File: config.mk
export PLATFORM = sky130hd
export DESIGN_NAME = mult_div_unit
export DESIGN_NICKNAME = d
export VERILOG_FILES = /design/src/rtl/mult_div_unit.sv
export SDC_FILE = /design/constraint.sdc
export NUM_CORES = 2
export LEC_CHECK = 0
export ABC_CLOCK_PERIOD_IN_PS = 12250
export CAP_MARGIN = 20
export CORE_MARGIN = 1.5
export CORE_UTILIZATION = 40
export CTS_CLUSTER_DIAMETER = 120
export DETAILED_ROUTE_END_ITERATION = 8
export PLACE_DENSITY = 0.53
export SETUP_SLACK_MARGIN = 0.1
export SYNTH_ARGS = -nofsm -noshare
export SYNTH_HDL_FRONTEND = slang
export SYNTH_SLANG_ARGS = --single-unit
File: constraint.sdc
create_clock -name clk -period 12.25 [get_ports clk]
set_clock_uncertainty 0.1 [all_clocks]
set_input_delay 3.675 -clock clk [delete_from_list [all_inputs] [get_ports clk]]
set_output_delay 3.675 -clock clk [all_outputs]
set_load 0.05 [all_outputs]
File: src/rtl/mult_div_unit.sv
// Multi-cycle multiply/divide unit feeding the HI/LO register pair.
// Multiplies take two cycles. Divides use a restoring divider that produces one
// quotient bit per cycle.
// Optional feature macro: MDU_MADD_EN enables MADD/MADDU/MSUB/MSUBU (op codes 4-7).
module mult_div_unit #(
    parameter int unsigned DIV_ITER = 32
) (
    input  logic        clk,
    input  logic        rst,
    input  logic        op_valid,
    input  logic [2:0]  op_code,
    input  logic [31:0] src_a,
    input  logic [31:0] src_b,
    input  logic [31:0] hi_in,
    input  logic [31:0] lo_in,
    input  logic        flush,
    output logic        busy,
    output logic        finish,
    output logic [31:0] hi_out,
    output logic [31:0] lo_out
);

    localparam logic [2:0] ST_IDLE     = 3'd0;
    localparam logic [2:0] ST_MUL1     = 3'd1;
    localparam logic [2:0] ST_MUL2     = 3'd2;
    localparam logic [2:0] ST_DIV_PREP = 3'd3;
    localparam logic [2:0] ST_DIV_ITER = 3'd4;
    localparam logic [2:0] ST_DIV_FIX  = 3'd5;

    localparam int unsigned CW = $clog2(DIV_ITER);
    localparam logic [CW-1:0] LAST_ITER = CW'(DIV_ITER - 1);

    logic [2:0]    state_q, state_d;
    logic [31:0]   a_q, b_q;
    logic          sgn_q;
    logic [63:0]   prod_q;
    logic [31:0]   quo_q, rem_q;
    logic          negq_q, negr_q;
    logic [CW-1:0] cnt_q;

    logic        op_ok, accept, done;
    logic        neg_a, neg_b;
    logic [63:0] ext_a, ext_b, mul_full, acc_res;
    logic [32:0] rem_sh, diff;

`ifdef MDU_MADD_EN
    logic        acc_q, sub_q;
    logic [31:0] hi_acc_q, lo_acc_q;
    assign op_ok = 1'b1;
`else
    logic unused_acc;
    assign unused_acc = ^{hi_in, lo_in};
    assign op_ok = !op_code[2];
`endif

    assign busy   = (state_q != ST_IDLE);
    assign accept = (state_q == ST_IDLE) && op_valid && !flush && op_ok;
    // A flush in the completing cycle suppresses the result.
    assign done   = !flush && ((state_q == ST_MUL2) || (state_q == ST_DIV_FIX));

    // Datapath helpers: operand extension, product, accumulate and one divide step.
    always_comb begin
        neg_a    = sgn_q && a_q[31];
        neg_b    = sgn_q && b_q[31];
        ext_a    = sgn_q ? {{32{a_q[31]}}, a_q} : {32'b0, a_q};
        ext_b    = sgn_q ? {{32{b_q[31]}}, b_q} : {32'b0, b_q};
        mul_full = ext_a * ext_b;
`ifdef MDU_MADD_EN
        if (!acc_q) begin
            acc_res = prod_q;
        end else if (sub_q) begin
            acc_res = {hi_acc_q, lo_acc_q} - prod_q;
        end else begin
            acc_res = {hi_acc_q, lo_acc_q} + prod_q;
        end
`else
        acc_res = prod_q;
`endif
        rem_sh = {rem_q, quo_q[31]};
        diff   = rem_sh - {1'b0, b_q};
    end

    // Next-state logic; flush forces IDLE from any state.
    always_comb begin
        state_d = state_q;
        case (state_q)
            ST_IDLE: begin
                if (accept) begin
                    state_d = (op_code[2:1] == 2'b01) ? ST_DIV_PREP : ST_MUL1;
                end
            end
            ST_MUL1:     state_d = ST_MUL2;
            ST_MUL2:     state_d = ST_IDLE;
            // A zero divisor skips the iteration loop; DIV_FIX loads the fixed result.
            ST_DIV_PREP: state_d = (b_q == 32'd0) ? ST_DIV_FIX : ST_DIV_ITER;
            ST_DIV_ITER: state_d = (cnt_q == LAST_ITER) ? ST_DIV_FIX : ST_DIV_ITER;
            ST_DIV_FIX:  state_d = ST_IDLE;
            default:     state_d = ST_IDLE;
        endcase
        if (flush) begin
            state_d = ST_IDLE;
        end
    end

    // State, operand latches, datapath registers and registered results.
    always_ff @(posedge clk) begin
        if (!rst) begin
            state_q <= ST_IDLE;
            finish  <= 1'b0;
            hi_out  <= 32'd0;
            lo_out  <= 32'd0;
            a_q     <= 32'd0;
            b_q     <= 32'd0;
            sgn_q   <= 1'b0;
            prod_q  <= 64'd0;
            quo_q   <= 32'd0;
            rem_q   <= 32'd0;
            negq_q  <= 1'b0;
            negr_q  <= 1'b0;
            cnt_q   <= '0;
`ifdef MDU_MADD_EN
            acc_q    <= 1'b0;
            sub_q    <= 1'b0;
            hi_acc_q <= 32'd0;
            lo_acc_q <= 32'd0;
`endif
        end else begin
            state_q <= state_d;
            finish  <= done;
            case (state_q)
                ST_IDLE: begin
                    if (accept) begin
                        a_q   <= src_a;
                        b_q   <= src_b;
                        sgn_q <= !op_code[0];
`ifdef MDU_MADD_EN
                        acc_q    <= op_code[2];
                        sub_q    <= op_code[1];
                        hi_acc_q <= hi_in;
                        lo_acc_q <= lo_in;
`endif
                    end
                end
                ST_MUL1: prod_q <= mul_full;
                ST_MUL2: begin
                    if (done) begin
                        {hi_out, lo_out} <= acc_res;
                    end
                end
                ST_DIV_PREP: begin
                    // Dividend magnitude seeds the quotient shift register.
                    quo_q  <= neg_a ? -a_q : a_q;
                    b_q    <= neg_b ? -b_q : b_q;
                    rem_q  <= 32'd0;
                    cnt_q  <= '0;
                    negq_q <= neg_a ^ neg_b;
                    negr_q <= neg_a;
                end
                ST_DIV_ITER: begin
                    cnt_q <= cnt_q + 1'b1;
                    if (!diff[32]) begin
                        rem_q <= diff[31:0];
                        quo_q <= {quo_q[30:0], 1'b1};
                    end else begin
                        rem_q <= rem_sh[31:0];
                        quo_q <= {quo_q[30:0], 1'b0};
                    end
                end
                ST_DIV_FIX: begin
                    if (done) begin
                        if (b_q == 32'd0) begin
                            hi_out <= a_q;
                            lo_out <= 32'hFFFF_FFFF;
                        end else begin
                            hi_out <= negr_q ? -rem_q : rem_q;
                            lo_out <= negq_q ? -quo_q : quo_q;
                        end
                    end
                end
                default: ;
            endcase
        end
    end

endmodule

# --- Word level (Yosys, flattened, before mapping) ---
# Cells that the tools add are included.
# Widths: inputs -> output; s select.
op_classes:
  add_sub_neg: 6
  mul: 1
  eq_ne: 11
  muxes: 26
  bitwise_logic: 2
  n_reduce_logical: 20
ops:
  columns: ["operator", "n"]
  rows:
  - ["$mux 32", 12]
  - ["$pmux 32 s2", 5]
  - ["$mux 64", 2]
  - ["$neg 32->32", 4]
  - ["$mul 64x64->64", 1]
  - ["$sub 33x32->33", 1]
  - ["$logic_not 32->1", 1]
  - ["$pmux 3 s4", 1]
  - ["$pmux 5 s2", 1]
  - ["$ne 2x2->1 const B", 4]
  - ["$eq 3x2->1 const B", 2]
  - ["$eq 3x3->1 const B", 2]
  - ["$logic_and 1x1->1", 6]
  - ["$reduce_and 3->1", 2]
  - ["$reduce_bool 2->1", 3]
  - ["$add 5x1->5 const B", 1]
  - ["$eq 5x5->1 const B", 1]
  - ["$eq 3x1->1 const B", 1]
  - ["$logic_not 1->1", 3]
  - ["$logic_not 3->1", 1]
  - ["$mux 1", 3]
  - ["$mux 3", 1]
  - ["$reduce_bool 3->1", 1]
  - ["$eq 2x1->1 const B", 1]
  - ["6 further kinds", 6]
word_totals:
  regBits: 268
  in_bits: 135
  output_inout_bits: 66
  elab_cells: 79

# --- Logic depth before layout (Yosys ltp) ---
logic_depth:
  depth_word: 6
  ltp_mapped: 36
  ltp_nobuf: 34

# --- Worst setup path after synthesis ---
# No wires, ideal clock.
synth_timing:
  path_type: "register to register"
  from: "reg a_q[31]"
  to: "reg prod_q[51] (netlist: acc_res[51])"
  setup_ns: 0.131
  t_arrival_ns: 8.745
  t_required_ns: 12.019
  slack_ns: 3.274
  path_stages_with_launch: 31
  n_path_buf: 2
  period_less_slack_ns: 8.976
  path_cell_list: "dfxtp_1 and2_1 clkbuf_1 buf_1 nand2_1 fa_1 inv_1 fa_1 fa_1 inv_1 fa_1 inv_1 fa_1 fa_1 fa_1 fa_1 fa_1 inv_1 fa_1 inv_1 ha_1 a21oi_1 nand2_1 a21oi_1 o21bai_1 a21oi_1 o21bai_1 a221o_1 a31oi_1 xor2_1 o21ai_0"
synth_via:
  elab_chain_cells: 2
synth_rtl:
  columns: ["element", "line_no", "text"]
  rows:
  - ["from (decl)", "34", "logic [31:0] a_q, b_q;"]
  - ["from (signal assigned)", "133", "a_q <= src_a;"]
  - ["$mux 64", "65", "ext_a = sgn_q ? {{32{a_q[31]}}, a_q} : {32'b0, a_q};"]
  - ["$mul 64x64->64", "67", "mul_full = ext_a * ext_b;"]
  - ["to (signal assigned)", "144", "ST_MUL1: prod_q <= mul_full;"]
  - ["to (decl)", "36", "logic [63:0] prod_q;"]
# No other way between the ends.
# A chain may end at the register's enable or synchronous reset.

# --- Worst setup path after layout ---
layout_timing:
  from: "reg b_q[8]"
  to: "reg prod_q[63] (netlist: acc_res[63])"
layout_via:
  elab_chain_cells: 2
layout_rtl:
  columns: ["element", "line_no", "text"]
  rows:
  - ["from (decl)", "34", null]
  - ["from (signal assigned)", "134", "b_q <= src_b;"]
  - ["from (signal assigned)", "153", "b_q <= neg_b ? -b_q : b_q;"]
  - ["$mux 64", "66", "ext_b = sgn_q ? {{32{b_q[31]}}, b_q} : {32'b0, b_q};"]
  - ["$mul 64x64->64", "67", null]
# No other way between the ends.

==> impl_metrics.yaml <==
worst_setup_path:
  max_stage_delay_ns: 0.98
  crit_path_frequent_cell: "fa_1"
  crit_path_end_kind: "flop"
  required_ns: 12.69
  critPathMaxFanout: 35
  worstPathArrival_ns: 11.32
  start_kind: "flop"
  crit_slowest_cell: "dfxtp_2"
  crit_type: "flop to flop"
routing:
  routedWlPerCell_um: 23.1
  first_pass_iters: 5
  vias: 47100
  drc_errors: 0
  wl_um: 209000
  drt-initial-drc-count: 3272
  final_antenna_net_count: 0
  viasPerCell: 5.21
synthesis:
  yosysTopAreaCell: "fa_1"
  yosysUniqueCellTypes: 80
  synthTopCellsByArea: "fa_1 (45%), inv_1 (9.6%), dfxtp_1 (8.5%), ha_1 (7.0%), and2_1 (5.6%)"
  async_reset_ff_share_pct: 0
  synth_area_um2: 63100
  ys_warn_count: 0
  syn-num-nets: 9010
  postSynthAreaPerCell_um2: 8.88
  postSynthCellCount: 7105
  synth-main-ff-cell: "dfxtp_1"
  synth_seq_area_share_pct: 8.50
  ys_ff_latch: 268
  synth_edf_count: 0
  synth.top_cell.area_share_pct: 45.0
placed_design:
  hpwl_um: 172000
  io_buffers: 136
  place_congestion: 0.947
  post-place-cells: 8991
power:
  power_density_nw_per_um2: 38.1
  irDropWorstVdd_mv: 0.0733
  p_leak_nw: 32.8
cells_and_area:
  num-nets-final: 8872
  layout.cells.non_filler: 9051
  syn_to_final_growth_pct: 6.86
  nFillCells: 15700
  drive_gt1_share_pct: 3.33
sta:
  fin_crit_ns: 10.88
  hold_viol: 0
  slew_viol_final: 0
  slew_headroom_pct: 19.7
  worst_pin_slew_ns: 1.20
  rsz0062_at_grt: "false"
  fin_setup_tns_ns: 0
  setup-violations-final: 0
  period_share_pct: 88.8
  max_freq_mhz: 91.9
clock_network:
  clk_pin_slew_ns: 0.07
  clkSinkCount: 268
  cts_max_level: 1
  hold_buffers: 0
  numCtsBuffers: 31
  cts_root_buffer: "clkbuf_16"
  cts_tree: "yes"
  cts_resized: 0
  clock_latency_ns: 0.61
  cts_max_path_buffers: 3
  cts_setup_buffers: 0
outcome:
  status: "finished, final reports clean"
floorplan:
  die_w_um: 400
  ios: 201
  die-area_um2: 160000
  die_h_um: 400
  rows: 145
  start_util_pct: 40.3
  core-area_um2: 156000
flow_run:
  cap_viol_max_count: 0
grt:
  grt_overflow: 0
  antenna_found_initial: 12
  first_global_vias: 50600
  grt_pass1_wl_um: 319000
  grt_max_degree: 102
  track_usage_pct: 26.7
min_path:
  hold_class: "flop to flop"
-- worst max-delay path, delay by kind of cell (launching register included) --
kind	cells	cell delay [ns]
AOI/OAI and AO/OA	3	0.78
and+or+nand+nor	4	1.33
adders and majority gates	11	6.20
buffers and inverters	7	1.37
DFF	1	0.98
-- metrics by stage --
| step | power [mW] | cell area [um2] | utilization [%] | hold slack (ns) | setup slack (ns) |
|---|---|---|---|---|---|
| floorplan | 1.36 | 63100 | - | 0.331 | 3.27 |
| global placement | 1.62 | 66400 | 42.4 | 0.340 | 1.48 |
| detailed placement | 1.63 | 66400 | 42.4 | 0.344 | 1.30 |
| CTS | 2.58 | 67400 | 43.1 | 0.351 | 1.28 |
| global route | 2.69 | 67400 | 43.1 | 0.369 | 0.866 |
| finish | 2.57 | 67400 | 43.1 | 0.347 | 1.37 |
-- cells in the mapped netlist, types with 16 or more instances --
master	count
clkbuf_1	362
o211ai_1	31
fa_1	1419
buf_1	41
ha_1	351
a21boi_0	64
o21ai_0	172
and3_1	30
xor2_1	75
nand2_1	861
o41ai_1	17
o211a_1	30
nand3_1	64
nand4_1	21
nor2_1	195
nor2b_1	34
o21ai_1	48
dfxtp_1	268
a22oi_1	35
and2_1	566
a21oi_1	196
o31ai_1	25
o221ai_1	20
a211oi_1	19
a31oi_1	22
xnor2_1	147
nor4_1	16
mux2i_1	29
inv_1	1621
a21o_1	48
o21bai_1	24
nor3_1	49
-- layout by cell type (no fill, tap or decap), drive strengths merged, types with 19 or more instances in the layout --
cell type / netlist / routed
o21ai: 220 / 220
o221ai: 21 / 21
a22oi: 35 / 35
dfxtp: 268 / 268
nor2: 195 / 195
and2: 566 / 566
a31oi: 22 / 22
a21oi: 196 / 196
nor2b: 34 / 34
a21boi: 79 / 79
o211a: 30 / 30
nor3: 50 / 50
buf: 50 / 106
mux2i: 29 / 29
nand2: 861 / 861
o21bai: 24 / 24
a211oi: 19 / 19
nand3: 64 / 64
xor2: 75 / 75
nand4: 21 / 21
inv: 1621 / 1623
nor4: 22 / 22
ha: 351 / 351
clkdlybuf4s50: 0 / 135
o211ai: 31 / 31
xnor2: 147 / 147
fa: 1419 / 1419
and3: 30 / 30
clkbuf: 362 / 43
a21o: 48 / 48
o31ai: 26 / 26
-- metal layers --
| layer | wire (um) | global-route usage [%] | share of wire, % |
|---|---|---|---|
| met5 | 13 | 0 | 0.0062 |
| met4 | 8670 | 9.49 | 4.2 |
| met3 | 8960 | 1.64 | 4.3 |
| met2 | 102000 | 45.8 | 49 |
| met1 | 89400 | 35.6 | 43 |
-- state kept, by name (all words and copies together), names as in the netlist --
name	cells
acc_res	64
a_q	32
b_q	32
hi_out	32
lo_out	32
quo_q	32
rem_q	32
cnt_q	5
state_q	3
finish	1
negq_q	1
negr_q	1
sgn_q	1
-- cell type report --
cell class	instances	area, um2	share of cell area (%)
clock inverters	13	145	0.215
repair buffers	241	2190	3.25
flip-flops and latches	268	5410	8.03
multi-input cells	4804	50100	74.4
inverters	1621	6080	9.03
clock buffers	43	871	1.29
well taps	2058	2570	3.82
diodes	3	7.51	0.0111
-- logic make-up after synthesis --
family / after synthesis / share of synthesized area (%)
xor gates and xnor gates: 222 / 3.08
buffers and inverters: 2033 / 12.1
and+or+nand+nor: 1916 / 14.8
DFF: 268 / 8.50
muxes: 29 / 0.460
adders and majority gates: 1770 / 52.0
AOI/OAI and AO/OA: 867 / 9.01
-- path summary, 6_finish.rpt --
check                                             start                        to  slack, ns  cells past startpoint
worst max-delay path                b_q[8]$_SDFFE_PN0P_  acc_res[63]$_SDFFE_PN0P_       1.37                     25
worst min-delay path            lo_out[31]$_SDFFE_PN0P_   lo_out[31]$_SDFFE_PN0P_       0.35                      2
worst max register to register      b_q[8]$_SDFFE_PN0P_  acc_res[63]$_SDFFE_PN0P_       1.37                     25
worst min register to register  lo_out[31]$_SDFFE_PN0P_   lo_out[31]$_SDFFE_PN0P_       0.35                      2
-- power by group --
| part | internal, mW | switching [mW] |
|---|---|---|
| registers | 0.885 | 0.0496 |
| clock network | 0.540 | 0.419 |
| logic | 0.228 | 0.450 |
No activity file was read; power rests on OpenSTA's default activity.
